[src/rtl/mips_debug_controller.sv]
// -----------------------------------------------------------------------------
// mips_debug_controller
//
// This is the command-driven debug sequencer for the MIPS core. It owns the
// pipeline-wide stall. It can run, halt and single-step the core, and it counts
// the cycles in which the core is not stalled. It can also dump the register
// file or the data memory through the core's debug read port. The dump and the
// cycle count leave as a little-endian byte stream toward the UART TX side.
//
// Ports:
//   clk            system clock, rising edge
//   rst            asynchronous, active-low reset
//   i_cmd_valid    host command byte valid
//   i_cmd          command byte: 'R' run, 'S' step, 'H' halt, 'D' dump regs,
//                  'M' dump memory, 'C' send cycle count
//   o_cmd_ready    command byte accepted when high together with i_cmd_valid
//   i_halt         halt instruction retired by the core
//   o_stall        core stall input (1 = frozen)
//   o_dbg_sel      debug read target: 0 = register file, 1 = data memory
//   o_dbg_addr     debug read word index
//   i_dbg_data     debug read data, valid one cycle after address/select change
//   o_tx_valid     output byte valid
//   o_tx_byte      output byte
//   i_tx_ready     byte sink ready
//   o_prog_done    sticky flag: the core reached i_halt
//   o_cycle_count  count of unstalled cycles since reset
// -----------------------------------------------------------------------------
module mips_debug_controller #(
  parameter int SIZE      = 32,
  parameter int NUM_REGS  = 32,
  parameter int MEM_WORDS = 1024,
  parameter int ADDR_W    = 10
) (
  input  logic              clk,
  input  logic              rst,
  input  logic              i_cmd_valid,
  input  logic [7:0]        i_cmd,
  output logic              o_cmd_ready,
  input  logic              i_halt,
  output logic              o_stall,
  output logic              o_dbg_sel,
  output logic [ADDR_W-1:0] o_dbg_addr,
  input  logic [SIZE-1:0]   i_dbg_data,
  output logic              o_tx_valid,
  output logic [7:0]        o_tx_byte,
  input  logic              i_tx_ready,
  output logic              o_prog_done,
  output logic [SIZE-1:0]   o_cycle_count
);

  localparam logic [7:0] CMD_RUN  = 8'h52;
  localparam logic [7:0] CMD_STEP = 8'h53;
  localparam logic [7:0] CMD_HALT = 8'h48;
  localparam logic [7:0] CMD_DREG = 8'h44;
  localparam logic [7:0] CMD_DMEM = 8'h4D;
  localparam logic [7:0] CMD_CYC  = 8'h43;

  localparam logic [ADDR_W-1:0] REG_LAST = ADDR_W'(NUM_REGS - 1);
  localparam logic [ADDR_W-1:0] MEM_LAST = ADDR_W'(MEM_WORDS - 1);

  typedef enum logic [2:0] {
    S_IDLE,
    S_RUN,
    S_STEP,
    S_DUMP_ADDR,
    S_DUMP_WAIT,
    S_DUMP_SEND,
    S_CYC_SEND
  } state_t;

  state_t            state_q,       state_d;
  logic              stall_q,       stall_d;
  logic              cmd_ready_q,   cmd_ready_d;
  logic              dbg_sel_q,     dbg_sel_d;
  logic [ADDR_W-1:0] dbg_addr_q,    dbg_addr_d;
  logic [ADDR_W-1:0] index_q,       index_d;
  logic              tx_valid_q,    tx_valid_d;
  logic [7:0]        tx_byte_q,     tx_byte_d;
  logic [SIZE-1:0]   shift_q,       shift_d;
  logic [1:0]        byte_cnt_q,    byte_cnt_d;
  logic              prog_done_q,   prog_done_d;
  logic [SIZE-1:0]   cycle_count_q, cycle_count_d;

  logic              cmd_fire;
  logic              tx_fire;
  logic [ADDR_W-1:0] last_index;

  assign cmd_fire   = i_cmd_valid && cmd_ready_q;
  assign tx_fire    = tx_valid_q && i_tx_ready;
  assign last_index = dbg_sel_q ? MEM_LAST : REG_LAST;

  always_comb begin
    state_d       = state_q;
    dbg_sel_d     = dbg_sel_q;
    dbg_addr_d    = dbg_addr_q;
    index_d       = index_q;
    tx_valid_d    = tx_valid_q;
    tx_byte_d     = tx_byte_q;
    shift_d       = shift_q;
    byte_cnt_d    = byte_cnt_q;
    prog_done_d   = prog_done_q;

    // The count advances on every edge where the core was free to run.
    // Unsigned addition wraps naturally.
    cycle_count_d = stall_q ? cycle_count_q : cycle_count_q + SIZE'(1);

    case (state_q)
      S_IDLE: begin
        if (cmd_fire) begin
          case (i_cmd)
            CMD_RUN: begin
              state_d     = S_RUN;
              prog_done_d = 1'b0;
            end
            CMD_STEP: state_d = S_STEP;
            CMD_DREG, CMD_DMEM: begin
              dbg_sel_d  = (i_cmd == CMD_DMEM);
              index_d    = '0;
              // The address is registered on entry. It is therefore already
              // stable during the DUMP_ADDR cycle, and the read data arrives
              // in DUMP_WAIT.
              dbg_addr_d = '0;
              state_d    = S_DUMP_ADDR;
            end
            CMD_CYC: begin
              // The core is stalled in IDLE, so the count is frozen here.
              tx_valid_d = 1'b1;
              tx_byte_d  = cycle_count_q[7:0];
              shift_d    = cycle_count_q >> 8;
              byte_cnt_d = 2'd0;
              state_d    = S_CYC_SEND;
            end
            default: ; // 'H' and unknown bytes are swallowed
          endcase
        end
      end

      S_RUN: begin
        // i_halt takes priority. A simultaneous 'H' also ends in IDLE.
        if (i_halt) begin
          prog_done_d = 1'b1;
          state_d     = S_IDLE;
        end else if (cmd_fire && (i_cmd == CMD_HALT)) begin
          state_d = S_IDLE;
        end
      end

      S_STEP: begin
        if (i_halt) prog_done_d = 1'b1;
        state_d = S_IDLE;
      end

      S_DUMP_ADDR: state_d = S_DUMP_WAIT;

      S_DUMP_WAIT: begin
        tx_valid_d = 1'b1;
        tx_byte_d  = i_dbg_data[7:0];
        shift_d    = i_dbg_data >> 8;
        byte_cnt_d = 2'd0;
        state_d    = S_DUMP_SEND;
      end

      S_DUMP_SEND, S_CYC_SEND: begin
        if (tx_fire) begin
          if (byte_cnt_q == 2'd3) begin
            tx_valid_d = 1'b0;
            if (state_q == S_CYC_SEND || index_q == last_index) begin
              state_d = S_IDLE;
            end else begin
              index_d    = index_q + ADDR_W'(1);
              dbg_addr_d = index_q + ADDR_W'(1);
              state_d    = S_DUMP_ADDR;
            end
          end else begin
            // The next byte is presented on the cycle after the handshake.
            tx_byte_d  = shift_q[7:0];
            shift_d    = shift_q >> 8;
            byte_cnt_d = byte_cnt_q + 2'd1;
          end
        end
      end

      default: state_d = S_IDLE;
    endcase

    // The stall and ready outputs are registered from the next state so that
    // they line up exactly with the state they describe.
    stall_d     = !((state_d == S_RUN) || (state_d == S_STEP));
    cmd_ready_d = (state_d == S_IDLE) || (state_d == S_RUN);
  end

  always_ff @(posedge clk or negedge rst) begin
    if (!rst) begin
      state_q       <= S_IDLE;
      stall_q       <= 1'b1;
      cmd_ready_q   <= 1'b0;
      dbg_sel_q     <= 1'b0;
      dbg_addr_q    <= '0;
      index_q       <= '0;
      tx_valid_q    <= 1'b0;
      tx_byte_q     <= 8'h00;
      shift_q       <= '0;
      byte_cnt_q    <= 2'd0;
      prog_done_q   <= 1'b0;
      cycle_count_q <= '0;
    end else begin
      state_q       <= state_d;
      stall_q       <= stall_d;
      cmd_ready_q   <= cmd_ready_d;
      dbg_sel_q     <= dbg_sel_d;
      dbg_addr_q    <= dbg_addr_d;
      index_q       <= index_d;
      tx_valid_q    <= tx_valid_d;
      tx_byte_q     <= tx_byte_d;
      shift_q       <= shift_d;
      byte_cnt_q    <= byte_cnt_d;
      prog_done_q   <= prog_done_d;
      cycle_count_q <= cycle_count_d;
    end
  end

  assign o_stall       = stall_q;
  assign o_cmd_ready   = cmd_ready_q;
  assign o_dbg_sel     = dbg_sel_q;
  assign o_dbg_addr    = dbg_addr_q;
  assign o_tx_valid    = tx_valid_q;
  assign o_tx_byte     = tx_byte_q;
  assign o_prog_done   = prog_done_q;
  assign o_cycle_count = cycle_count_q;

endmodule

[config.mk]
export PLATFORM = sky130hd
export DESIGN_NAME = mips_debug_controller
export DESIGN_NICKNAME = d
export VERILOG_FILES = /design/src/rtl/mips_debug_controller.sv
export SDC_FILE = /design/constraint.sdc
export NUM_CORES = 1
export LEC_CHECK = 0
export BUFFER_PORTS_ARGS = -buffer_cell sky130_fd_sc_hd__buf_2
export CAP_MARGIN = 20
export CORE_AREA = 2 2 95 97
export CTS_BUF_LIST = sky130_fd_sc_hd__clkbuf_2
export CTS_CLUSTER_DIAMETER = 80
export DETAILED_ROUTE_END_ITERATION = 10
export DIE_AREA = 0 0 97 99
export PLACE_DENSITY_LB_ADDON = 0.3
export RECOVER_POWER = 100
export SLEW_MARGIN = 20
export SYNTH_ARGS = -nofsm -noshare
export SYNTH_HDL_FRONTEND = slang
export SYNTH_SLANG_ARGS = --single-unit
[constraint.sdc]
create_clock -name clk -period 2.47 [get_ports clk]
set_clock_uncertainty 0.1 [all_clocks]
set_input_delay 0.1235 -clock clk [delete_from_list [all_inputs] [get_ports clk]]
set_output_delay 0.1235 -clock clk [all_outputs]
set_load 0.005 [all_outputs]
==> After elaboration in Yosys (flattened, before gate mapping) <==
Index checks and enable logic that the tools add are counted.
{ "totals": {"ram_bits": 0, "elab_cells": 98, "input_bits": 45, "reg_bits": 92, "romBits": 0, "latchBits": 0, "mem_count": 0} }
{ "classes": {"muxes": 39, "eq_ne": 25, "addsub": 3, "n_shift": 0, "reduce_logical": 20, "multipliers": 0, "order_cmp": 0, "div": 0, "n_bitwise": 0} }
{ "ops": {"columns": ["op", "count"], "rows": [
  ["$mux W32", 4],
  ["$pmux W32 S3", 1],
  ["$mux W10", 6],
  ["$eq A8 B7 Y1 const B", 6],
  ["$add A32 B1 Y32 const B", 1],
  ["$mux W8", 4],
  ["$pmux W8 S3", 1],
  ["$pmux W10 S2", 1],
  ["$mux W3", 5],
  ["$pmux W3 S5", 1],
  ["$pmux W3 S4", 1],
  ["$add A10 B1 Y10 const B", 1],
  ["$eq A10 B10 Y1", 1],
  ["$mux W2", 5],
  ["$ne A2 B2 Y1 const B", 5],
  ["$reduce_and A5 Y1", 2],
  ["$eq A3 B2 Y1 const B", 3],
  ["$eq A3 B3 Y1 const B", 3],
  ["$ne A2 B1 Y1 const B", 4],
  ["$mux W1", 7],
  ["$eq A3 B1 Y1 const B", 2],
  ["$logic_not A3 Y1", 2],
  ["$pmux W2 S3", 1],
  ["$reduce_and A6 Y1", 1],
  ["other kinds (12)", 19]
]} }

==> Logic depth before layout (Yosys ltp) <==
Gate-level depths: netlist of the first run.
{ "depth": {"word_depth": 10, "mapped_depth": 8} }

==> Least setup slack after synthesis of the first run <==
No wires, ideal clock.
{ "synth_timing": {"kind": "register to register", "from": "reg state_q[1]", "to": "reg index_q[8]", "synth_period_minus_slack_ps": 2020, "stages_incl_launch_ff": 8, "arrival_ps": 1777, "n_path_buf": 2, "path_slack_ps": 450, "path_cell_list": "dfrtp_1 buf_6 or2_4 or4_4 or2_1 nand2b_1 buf_6 a41oi_1"} }
{ "synth_between": {"elab_chain_len": 4, "elab_cells_between_ends": 13} }
{ "synth_rtl": {"columns": ["element", "line_no", "text"], "rows": [
  ["start: declaration", "71", "state_t state_q, state_d;"],
  ["start signal: assignment", "207", "state_q <= state_d;"],
  ["$eq A3 B3 Y1, on equally long branches", "107, 167", null],
  ["$reduce_or A2 Y1 or $logic_or A1 B1 Y1 (tied branches)", "107, 167", null],
  ["$ne A2 B2 Y1 (no line) or $reduce_bool A2 Y1 (tied branches)", null, null],
  ["$reduce_and A6 Y1 (no line)", null, null],
  ["end signal: assignment", "212", "index_q <= index_d;"],
  ["end: declaration", "76", "logic [ADDR_W-1:0] index_q, index_d;"]
]} }
Several ways; a longest one is shown, not always the timed one.
A chain may end at the register's enable or synchronous reset.

==> Worst setup path after layout of the first run <==
{ "layout_timing": {"from": "reg state_q[1]", "to": "reg prog_done_q, in the netlist o_prog_done"} }
{ "layout_between": {"elab_chain_len": 4, "elab_cells_between_ends": 10} }
{ "layout_rtl": {"columns": ["element", "line_no", "text"], "rows": [
  ["$eq A3 B2 Y1 or $eq A3 B1 Y1 (tied branches)", "107", "case (state_q)"],
  ["$reduce_or A2 Y1 (no line)", null, null],
  ["$ne A2 B1 Y1 (no line) or $reduce_bool A2 Y1 (tied branches)", null, null],
  ["$reduce_and A4 Y1 (no line)", null, null],
  ["end signal: assignment", "217", "prog_done_q <= prog_done_d;"],
  ["end: declaration", "81", "logic prog_done_q, prog_done_d;"]
]} }
Several ways; a longest one is shown, not always the timed one.

==> results.ini, run 1 <==
[status]
outcome=finished, violations left
violations=max-capacitance violations, max-slew violations

[setup_path]
crit_arrival_ns=2.70
crit_path_end_kind=flip-flop
crit_type=flip-flop to flip-flop
cp_max_fo=14
crit_required_ns=2.82
worstSetupStartpointType=flip-flop

[synthesis]
yosys_warnings=0
synthFlopType=dfrtp_1
synth_edf_count=0
synth_top_family_by_area=compound AO/OA/AOI/OAI gates
async_flop_share_pct=100
synth_xor_area_share_pct=6.12
synth_cell_types=60
synth_area_um2=4720
synth_compound_area_share_pct=22.2
synth.yosys.seq_area_share_pct=44.6
synthSimpleGateAreaFrac_pct=16.3
synthAdderAreaFrac_pct=1.01
syn_avg_cell_area_um2=9.35
synth_seq_cells=84
synth_cells=505
syn-num-nets=553
synthMuxAreaShare_pct=5.57

[grt]
grt_overflow=0
first_global_vias=4345
grt_max_degree=77
antenna_found_initial=0
grt_pass1_wl_um=21100
grt_usage_pct=26.8

[routing]
routedWlPerCell_um=17.0
num_vias=4502
ant_nets=0
first_pass_iters=5
drc=0
viasPerCell=5.97
drt-initial-drc-count=246
wl_um=12800

[die]
die_h_um=99
ioPinCount=100
fp.dieW_um=97
core_area_um2=8550
num_rows=34
dieArea_um2=9600
start_util_pct=55.2

[place]
gp_congestion=0.862
hpwl_um=8530
io_buffers=99

[clocking]
htree_levels=3
numCtsBuffers=9
cts_buffer_depth=2
cts.clk_slew.worst_paths_ns=0.23
cts_tree=done
cts_sinks=84
clk_latency_ns=0.53
root_buffer=clkbuf_2

[sta]
timing.fmax_ghz=0.426
report.final.slew_viol_count=77
finalCritPeriodShare_pct=95.1
worst_hold_slack_ns=0.0793
totalNegativeSetupSlack_ns=0
setup_violations=0
rsz0062_at_grt=no
worst_pin_slew_ns=1.90
finalCriticalPeriod_ns=2.35
hold_viol_final=0
max_slew_margin_pct=-26.4

[job]
drv_cap=1

[power]
p_per_area_nw_per_um2=802
p_leak_nw=2.55
ir_worst_vdd_mv=0.558
p_total_mw=4.69

[finish]
num-nets-final=690
fin_util_pct=68.3
n_antenna_cell=0
syn_to_final_growth_pct=23.8
drive_gt1_share_pct=19.5
fillers=686

[worst_hold_path]
hold_path.class=primary input to flip-flop

## what timing repair did
| item | in CTS | in global routing |
|---|---|---|
| setup endpoints to repair | 0 | 4 |
| hold endpoints to repair | 112 | 0 |
| hold buffers | 41 | 0 |
| setup buffers | 0 | 0 |
| resized for setup | 0 | 2 |
## final cells by class
type / count / area [um^2] / share of cell area (%)
timing repair buffer: 157 / 1010 / 17.3
inverter: 15 / 56.3 / 0.963
sequential: 84 / 2100 / 36.0
clock buffer: 11 / 55.1 / 0.942
tap: 108 / 135 / 2.31
multi-input combinational: 375 / 2430 / 41.6
clock inverter: 4 / 51.3 / 0.878
## logic make-up after synthesis
family,after synthesis
buffers and inverters,46
adders and majority gates,4
DFF,84
xor gates and xnor gates,33
and+or+nand+nor,155
AOI/OAI and AO/OA,157
muxes,26
## cell usage in the layout (no fill, tap or decap), types with 13 or more instances in the layout
cell           instances
a21oi_1               32
clkbuf_2              13
o21ai_0               40
xnor2_1               27
mux2i_1               24
nand2_1               67
inv_1                 14
a22o_1                24
o2bb2ai_1             16
nand3_1               13
clkbuf_1              16
nor2_1                23
buf_2                 86
dfrtp_1               82
dlygate4sd3_1         41
## sequential cells by signal, indices dropped and copies added (netlist names)
signal         count
o_tx_valid         1
byte_cnt_q         2
o_prog_done        1
o_tx_byte          8
state_q            3
o_cycle_count     32
o_cmd_ready        1
shift_q           24
o_stall            1
index_q           10
o_dbg_sel          1
## synth_stat cells (2+ instances only)
cell type | number | share of area, %
dfrtp_1 | 83 | 44
nand2_1 | 67 | 5.3
o21ai_0 | 39 | 4.1
a21oi_1 | 32 | 3.4
xnor2_1 | 27 | 5.0
a22o_1 | 24 | 4.5
mux2i_1 | 24 | 5.1
nor2_1 | 23 | 1.8
clkbuf_1 | 17 | 1.4
o2bb2ai_1 | 16 | 3.0
inv_1 | 14 | 1.1
nand3_1 | 13 | 1.4
buf_2 | 10 | 1.1
a31oi_1 | 9 | 1.2
nand4_1 | 9 | 1.2
o22ai_1 | 9 | 1.2
a22oi_1 | 8 | 1.3
nor3_1 | 8 | 0.85
xor2_1 | 6 | 1.1
and3_1 | 5 | 0.66
nor4_1 | 5 | 0.66
nand2b_1 | 4 | 0.53
a211oi_1 | 3 | 0.48
a41oi_1 | 3 | 0.56
ha_1 | 3 | 0.80
o21a_1 | 3 | 0.48
a21o_1 | 2 | 0.32
and2_1 | 2 | 0.26
and3b_1 | 2 | 0.37
and4_1 | 2 | 0.37
buf_6 | 2 | 0.48
mux2_2 | 2 | 0.48
or2_1 | 2 | 0.26
## routing by layer
layer  GRT usage [%]  vias to the layer above  wire (um)
met4            10.2                        0        337
met1            36.7                     2178       5710
met2            42.8                      171       6050
met3            4.68                       28        705
li1                -                     2125          -
met5               0                        -          0
## final timing paths
kind	startpoint	endpoint	slack, ns	cells past startpoint
worst max-delay path	state_q[1]	o_prog_done	0.12	5
worst min-delay path	i_cmd[5]	state_q[2]	0.08	4
worst max register to register	state_q[1]	o_prog_done	0.12	5
worst min register to register	o_tx_byte[4]	o_tx_byte[4]	0.41	2
max in group asynchronous	rst	byte_cnt_q[0]	0.50	3
min in group asynchronous	rst	o_dbg_sel	0.52	2
## report_power, final
part	switching [mW]	internal, mW	total [mW]
logic	1.20	0.795	2.00
clock network	0.477	0.237	0.714
registers	0.306	1.67	1.98
total	1.98	2.70	4.69
## per-stage QoR
| stage | cell area, um^2 | setup slack (ns) | std cells |
|---|---|---|---|
| 2_1_floorplan | 4720 | 0.450 | 505 |
| 3_3_place_gp | 5370 | 0.260 | 698 |
| 3_5_place_dp | 5370 | 0.180 | 698 |
| 4_1_cts | 5880 | 0.166 | 754 |
| 5_1_grt | 5840 | 0.0577 | 754 |
| 6_report | 5840 | 0.120 | 754 |
## worst max-delay path, cell delays in order (launching register included)
cell and delay (ns):
dfrtp_2 0.55, or2_0 0.27, or4_4 0.55, o21ai_0 0.17
nand2_1 0.07, dlygate4sd3_1 0.56
(Power assumes the default switching activity.)
==> inputs of run 2 (changes only) <==
--- a/config.mk
+++ b/config.mk
@@ -12,7 +12,7 @@
 export CTS_CLUSTER_DIAMETER = 80
 export DETAILED_ROUTE_END_ITERATION = 10
 export DIE_AREA = 0 0 97 99
-export PLACE_DENSITY_LB_ADDON = 0.3
+export PLACE_DENSITY = 0.92
 export RECOVER_POWER = 100
 export SLEW_MARGIN = 20
 export SYNTH_ARGS = -nofsm -noshare
==> constraint.sdc (replaced) <==
create_clock -name clk -period 2.35 [get_ports clk]
set_clock_uncertainty 0.1 [all_clocks]
set_input_delay 0.1175 -clock clk [delete_from_list [all_inputs] [get_ports clk]]
set_output_delay 0.1175 -clock clk [all_outputs]
set_load 0.005 [all_outputs]
==> run 2 against run 1 <==
  * Maximum frequency increased by 5.2%
  * Sequential cell count unchanged
  * Critical endpoint unchanged
  * The flow now finishes without violations
  * Utilization grew 0.66 points
  * Highest routed layer unchanged
  * Critical path type unchanged
  * Combinational power up 12%
==> results.ini, run 2 (synthesis results as in run 1) <==
[status]
outcome=finished clean

[clocking]
cts.clk_slew.worst_paths_ns=0.23  ; about the same
cts_sinks=84  ; unchanged
cts_buffer_depth=2  ; unchanged
numCtsBuffers=9  ; unchanged
clk_latency_ns=0.52  ; about the same
cts_tree=done
htree_levels=3  ; unchanged
root_buffer=clkbuf_2

[die]
core_area_um2=8550  ; unchanged
dieArea_um2=9600  ; unchanged
die_h_um=99  ; unchanged
num_rows=34  ; unchanged
ioPinCount=100  ; unchanged
fp.dieW_um=97  ; unchanged
start_util_pct=55.2  ; unchanged

[routing]
drc=0  ; unchanged
num_vias=4775  ; +6.1%
viasPerCell=6.27  ; +5.0%
routedWlPerCell_um=18.3  ; +7.6%
first_pass_iters=6  ; +1
drt-initial-drc-count=436  ; +77%
ant_nets=0  ; unchanged
wl_um=13900  ; +8.7%

[power]
p_per_area_nw_per_um2=875  ; +9.0%
p_total_mw=5.16  ; +10%
p_leak_nw=2.55  ; -0.14%
ir_worst_vdd_mv=0.489  ; -12%

[setup_path]
crit_type=flip-flop to flip-flop
crit_path_end_kind=flip-flop
critical-path-max-stage-delay_ns=0.55  ; about the same
crit_arrival_ns=2.52  ; -0.18 ns
path_cells=or2_4 > or4_4 > o21ai_0 > nand2_1 > dlygate4sd3_1
worstSetupStartpointType=flip-flop
slowest_stage=dlygate4sd3_1
crit_required_ns=2.64  ; -0.18 ns
cp_max_fo=4  ; -10

[grt]
first_global_vias=4650  ; +7.0%
grt_pass1_wl_um=22600  ; +7.1%
grt_overflow=0  ; unchanged
grt_usage_pct=28.9  ; +2.1 points
antenna_found_initial=0  ; unchanged
grt_max_degree=53  ; -31%

[sta]
max_slew_margin_pct=46.5  ; +73 points
finalCritPeriodShare_pct=95.0  ; -0.11 points
setup_violations=0  ; unchanged
timing.fmax_ghz=0.448  ; +5.2%
totalNegativeSetupSlack_ns=0  ; unchanged
report.final.slew_viol_count=0  ; -100%
hold_viol_final=0  ; unchanged
worst_pin_slew_ns=0.803  ; -1.09 ns
worst_hold_slack_ns=0.0519  ; -0.0275 ns
finalCriticalPeriod_ns=2.23  ; -0.117 ns
rsz0062_at_grt=no

[finish]
n_antenna_cell=0  ; unchanged
num-nets-final=697  ; +1.0%
layout_commonest_cell=dfrtp_1
largest_reg_flops=32  ; unchanged
stdcell_count=762  ; +1.1%
layout_common_cells=dfrtp_1 (81), buf_2 (75), nand2_1 (67), o21ai_0 (40), dlygate4sd3_1 (40)
syn_to_final_growth_pct=25.0
drive_gt1_share_pct=18.5  ; -1.0 points

[worst_hold_path]
hold_path.class=primary input to flip-flop

[place]
hpwl_um=9170  ; +7.4%
io_buffers=99  ; unchanged
gp_congestion=0.893  ; +3.7%
dp_cells=701  ; +0.43%

[job]
drv_cap=0  ; -1

run 2: changes by cell type in the layout (fill, tap and decap cells not counted), sizes merged:
| cell | before | now |
|---|---|---|
| clkbuf | 29 | 43 |
| clkinv | 3 | 4 |
| buf | 98 | 91 |
| bufinv | 1 | 2 |
| dlygate4sd3 | 41 | 40 |
run 2: critical path: cells and delay by family (launching register included):
| family | cells | cell delay [ns] |
|---|---|---|
| AND/OR/NAND/NOR | 3 | 0.83 |
| buffers and inverters | 1 | 0.55 |
| flip-flops | 1 | 0.45 |
| AO/OA/AOI/OAI | 1 | 0.18 |
run 2: what timing repair did:
item	CTS	global route
gates resized for setup	0	2
setup endpoints to repair	0	12
endpoints found under the hold margin	121	0
setup buffers	0	4
hold buffers	41	0
run 2: routing by layer:
metal / up-vias / share of wire [%] / global-route usage [%]
li1: 2135 / - / -
met1: 2301 / 40 / 37.6
met2: 290 / 50 / 48.9
met3: 49 / 7.9 / 5.32
met4: 0 / 2.8 / 9.86
met5: - / 0 / 0
run 2: power breakdown:
| part | internal (mW) | switching [mW] |
|---|---|---|
| Sequential | 1.76 | 0.332 |
| Combinational | 0.878 | 1.35 |
| Clock | 0.349 | 0.491 |
run 2: metrics by stage:
step | util (%) | setup WS (ns) | instance area, um^2
after floorplan | - | 0.330 | 4720
after global placement | 63.2 | 0.261 | 5400
after detailed placement | 63.2 | 0.171 | 5400
after CTS | 69.6 | 0.126 | 5950
after global routing | 69.0 | 0.0191 | 5900
final | 69.0 | 0.117 | 5900
run 2: final cells by class:
type / instances / area [um^2]
sequential: 84 / 2110
fill: 627 / 2650
clock inverter: 6 / 80.1
clock buffer: 10 / 50.0
tap: 108 / 135
inverter: 15 / 60.1
multi-input combinational: 375 / 2430
timing repair buffer: 164 / 1040
run 2: worst paths after layout:
path	from	endpoint	slack [ns]	cells after the start
setup reg to reg	state_q[1]	o_prog_done	0.12	5
min in group asynchronous	rst	o_cycle_count[25]	0.58	3
hold reg to reg	o_tx_byte[2]	o_tx_byte[2]	0.41	2
max in group asynchronous	rst	state_q[2]	0.31	4
hold / removal	i_dbg_data[10]	shift_q[2]	0.05	5
setup / recovery	state_q[1]	o_prog_done	0.12	5
==> inputs of run 3 (changes only) <==
--- a/config.mk
+++ b/config.mk
@@ -13,7 +13,7 @@
 export DETAILED_ROUTE_END_ITERATION = 10
 export DIE_AREA = 0 0 97 99
 export PLACE_DENSITY = 0.92
-export RECOVER_POWER = 100
+export RECOVER_POWER = 50
 export SLEW_MARGIN = 20
 export SYNTH_ARGS = -nofsm -noshare
 export SYNTH_HDL_FRONTEND = slang
==> run 3 against run 2 <==
  * Clock power rose by 0.5%
  * Sequential share of layout area fell by 0.26 points
  * Design area rose by 0.72%
  * Largest cell class unchanged
==> results.ini, run 3 (synthesis results as in run 1) <==
[die]
fp.dieW_um=97  ; unchanged
ioPinCount=100  ; unchanged
core_area_um2=8550  ; unchanged
num_rows=34  ; unchanged
dieArea_um2=9600  ; unchanged
die_h_um=99  ; unchanged
start_util_pct=55.2  ; unchanged

[sta]
worst_hold_slack_ns=0.0346  ; -0.0173 ns
max_slew_margin_pct=46.2  ; -0.25 points
report.final.slew_viol_count=0  ; unchanged
timing.fmax_ghz=0.448  ; about the same
totalNegativeSetupSlack_ns=0  ; unchanged
rsz0062_at_grt=no
worst_pin_slew_ns=0.806  ; +0.00378 ns
finalCritPeriodShare_pct=95.1  ; about the same
finalCriticalPeriod_ns=2.23  ; +0.000929 ns
hold_viol_final=0  ; unchanged
setup_violations=0  ; unchanged

[finish]
num-nets-final=697  ; unchanged
syn_to_final_growth_pct=25.9
largest_reg_flops=32  ; unchanged
layout_commonest_cell=buf_2
final_area_um2=5940  ; +0.72%
layout_common_cells=buf_2 (90), dfrtp_1 (81), nand2_1 (67), dlygate4sd3_1 (40), o21ai_0 (39)
fillers=611  ; -2.6%
drive_gt1_share_pct=21.4  ; +2.9 points
n_antenna_cell=0  ; unchanged
fin_util_pct=69.5  ; +0.50 points

[setup_path]
crit_required_ns=2.66  ; +0.02 ns
crit_path_end_kind=flip-flop
worstSetupStartpointType=flip-flop
crit_arrival_ns=2.54  ; +0.02 ns
crit_type=flip-flop to flip-flop
cp_max_fo=4  ; unchanged

[routing]
drc=0  ; unchanged
viasPerCell=6.21  ; -0.90%
first_pass_iters=6  ; unchanged
wl_um=13900  ; -0.44%
num_vias=4732  ; -0.90%
drt-initial-drc-count=441  ; +1.1%
routedWlPerCell_um=18.2  ; -0.44%
ant_nets=0  ; unchanged

[status]
outcome=finished clean

[grt]
grt_usage_pct=28.9  ; unchanged
grt_pass1_wl_um=22600  ; unchanged
grt_overflow=0  ; unchanged
grt_max_degree=53  ; unchanged
first_global_vias=4650  ; unchanged
antenna_found_initial=0  ; unchanged

[clocking]
cts_tree=done
clk_latency_ns=0.54  ; +0.02 ns
htree_levels=3  ; unchanged
cts.clk_slew.worst_paths_ns=0.23  ; about the same
cts_sinks=84  ; unchanged
cts_buffer_depth=2  ; unchanged
root_buffer=clkbuf_2
numCtsBuffers=9  ; unchanged

[place]
hpwl_um=9170  ; unchanged
place_area_um2=5400  ; unchanged
io_buffers=99  ; unchanged
gp_congestion=0.893  ; unchanged

[power]
ir_worst_vdd_mv=0.512  ; +4.7%
p_leak_nw=2.63  ; +3.0%
p_per_area_nw_per_um2=882  ; +0.83%

[job]
drv_cap=0  ; unchanged

[worst_hold_path]
hold_path.class=primary input to flip-flop

==> run 3: worst max-delay path: stages, from the launching register on <==
cell           delay, ns
dfrtp_1             0.44
or2_4               0.26
or4_4               0.53
o21ai_0             0.18
nand2_1             0.06
dlygate4sd3_1       0.55
==> run 3: path summary, 6_finish.rpt <==
| kind | from | end | slack (ns) | cells after the start |
|---|---|---|---|---|
| worst max-delay path | state_q[0] | o_prog_done | 0.12 | 5 |
| worst min-delay path | i_dbg_data[10] | shift_q[2] | 0.03 | 5 |
| worst max register to register | state_q[0] | o_prog_done | 0.12 | 5 |
| worst min register to register | o_tx_byte[2] | o_tx_byte[2] | 0.41 | 2 |
| max in group asynchronous | rst | state_q[2] | 0.33 | 4 |
| min in group asynchronous | rst | o_cycle_count[25] | 0.57 | 3 |
==> run 3: layout make-up <==
class / count / area, um^2 / area share [%]
repair buffers: 164 / 1080 / 18.1
flip-flops and latches: 84 / 2110 / 35.4
well taps: 108 / 135 / 2.27
clock inverters: 6 / 80.1 / 1.35
clock buffers: 10 / 50.0 / 0.842
multi-input cells: 375 / 2430 / 40.9
inverters: 15 / 60.1 / 1.01
==> run 3: stage by stage <==
stage / worst slack [ns] / power (mW) / cells
after floorplan: 0.330 / 3.42 / 505
after global routing: 0.0191 / 5.56 / 762
final: 0.116 / 5.24 / 762
after detailed placement: 0.171 / 4.21 / 701
after global placement: 0.261 / 4.09 / 701
after CTS: 0.126 / 5.10 / 758
==> run 3: what timing repair did <==
item                                   4_1_cts  5_1_grt
setup endpoints to repair                    0       12
hold buffers                                41        0
endpoints found under the hold margin      121        0
gates resized for setup                      0        2
setup buffers                                0        4
==> run 3: where the power goes <==
part | switching, mW | leakage (nW) | internal, mW
sequential | 0.330 | 1.11 | 1.76
combinational | 1.36 | 1.44 | 0.948
clock | 0.495 | 0.0786 | 0.349
total | 2.19 | 2.63 | 3.06
==> run 3: routing by layer <==
layer | GRT usage [%] | vias up | wire [um]
met1 | 37.6 | 2262 | 5490
met3 | 5.32 | 49 | 1160
li1 | - | 2127 | -
met4 | 9.86 | 0 | 412
met2 | 48.9 | 294 | 6810
met5 | 0 | - | 0
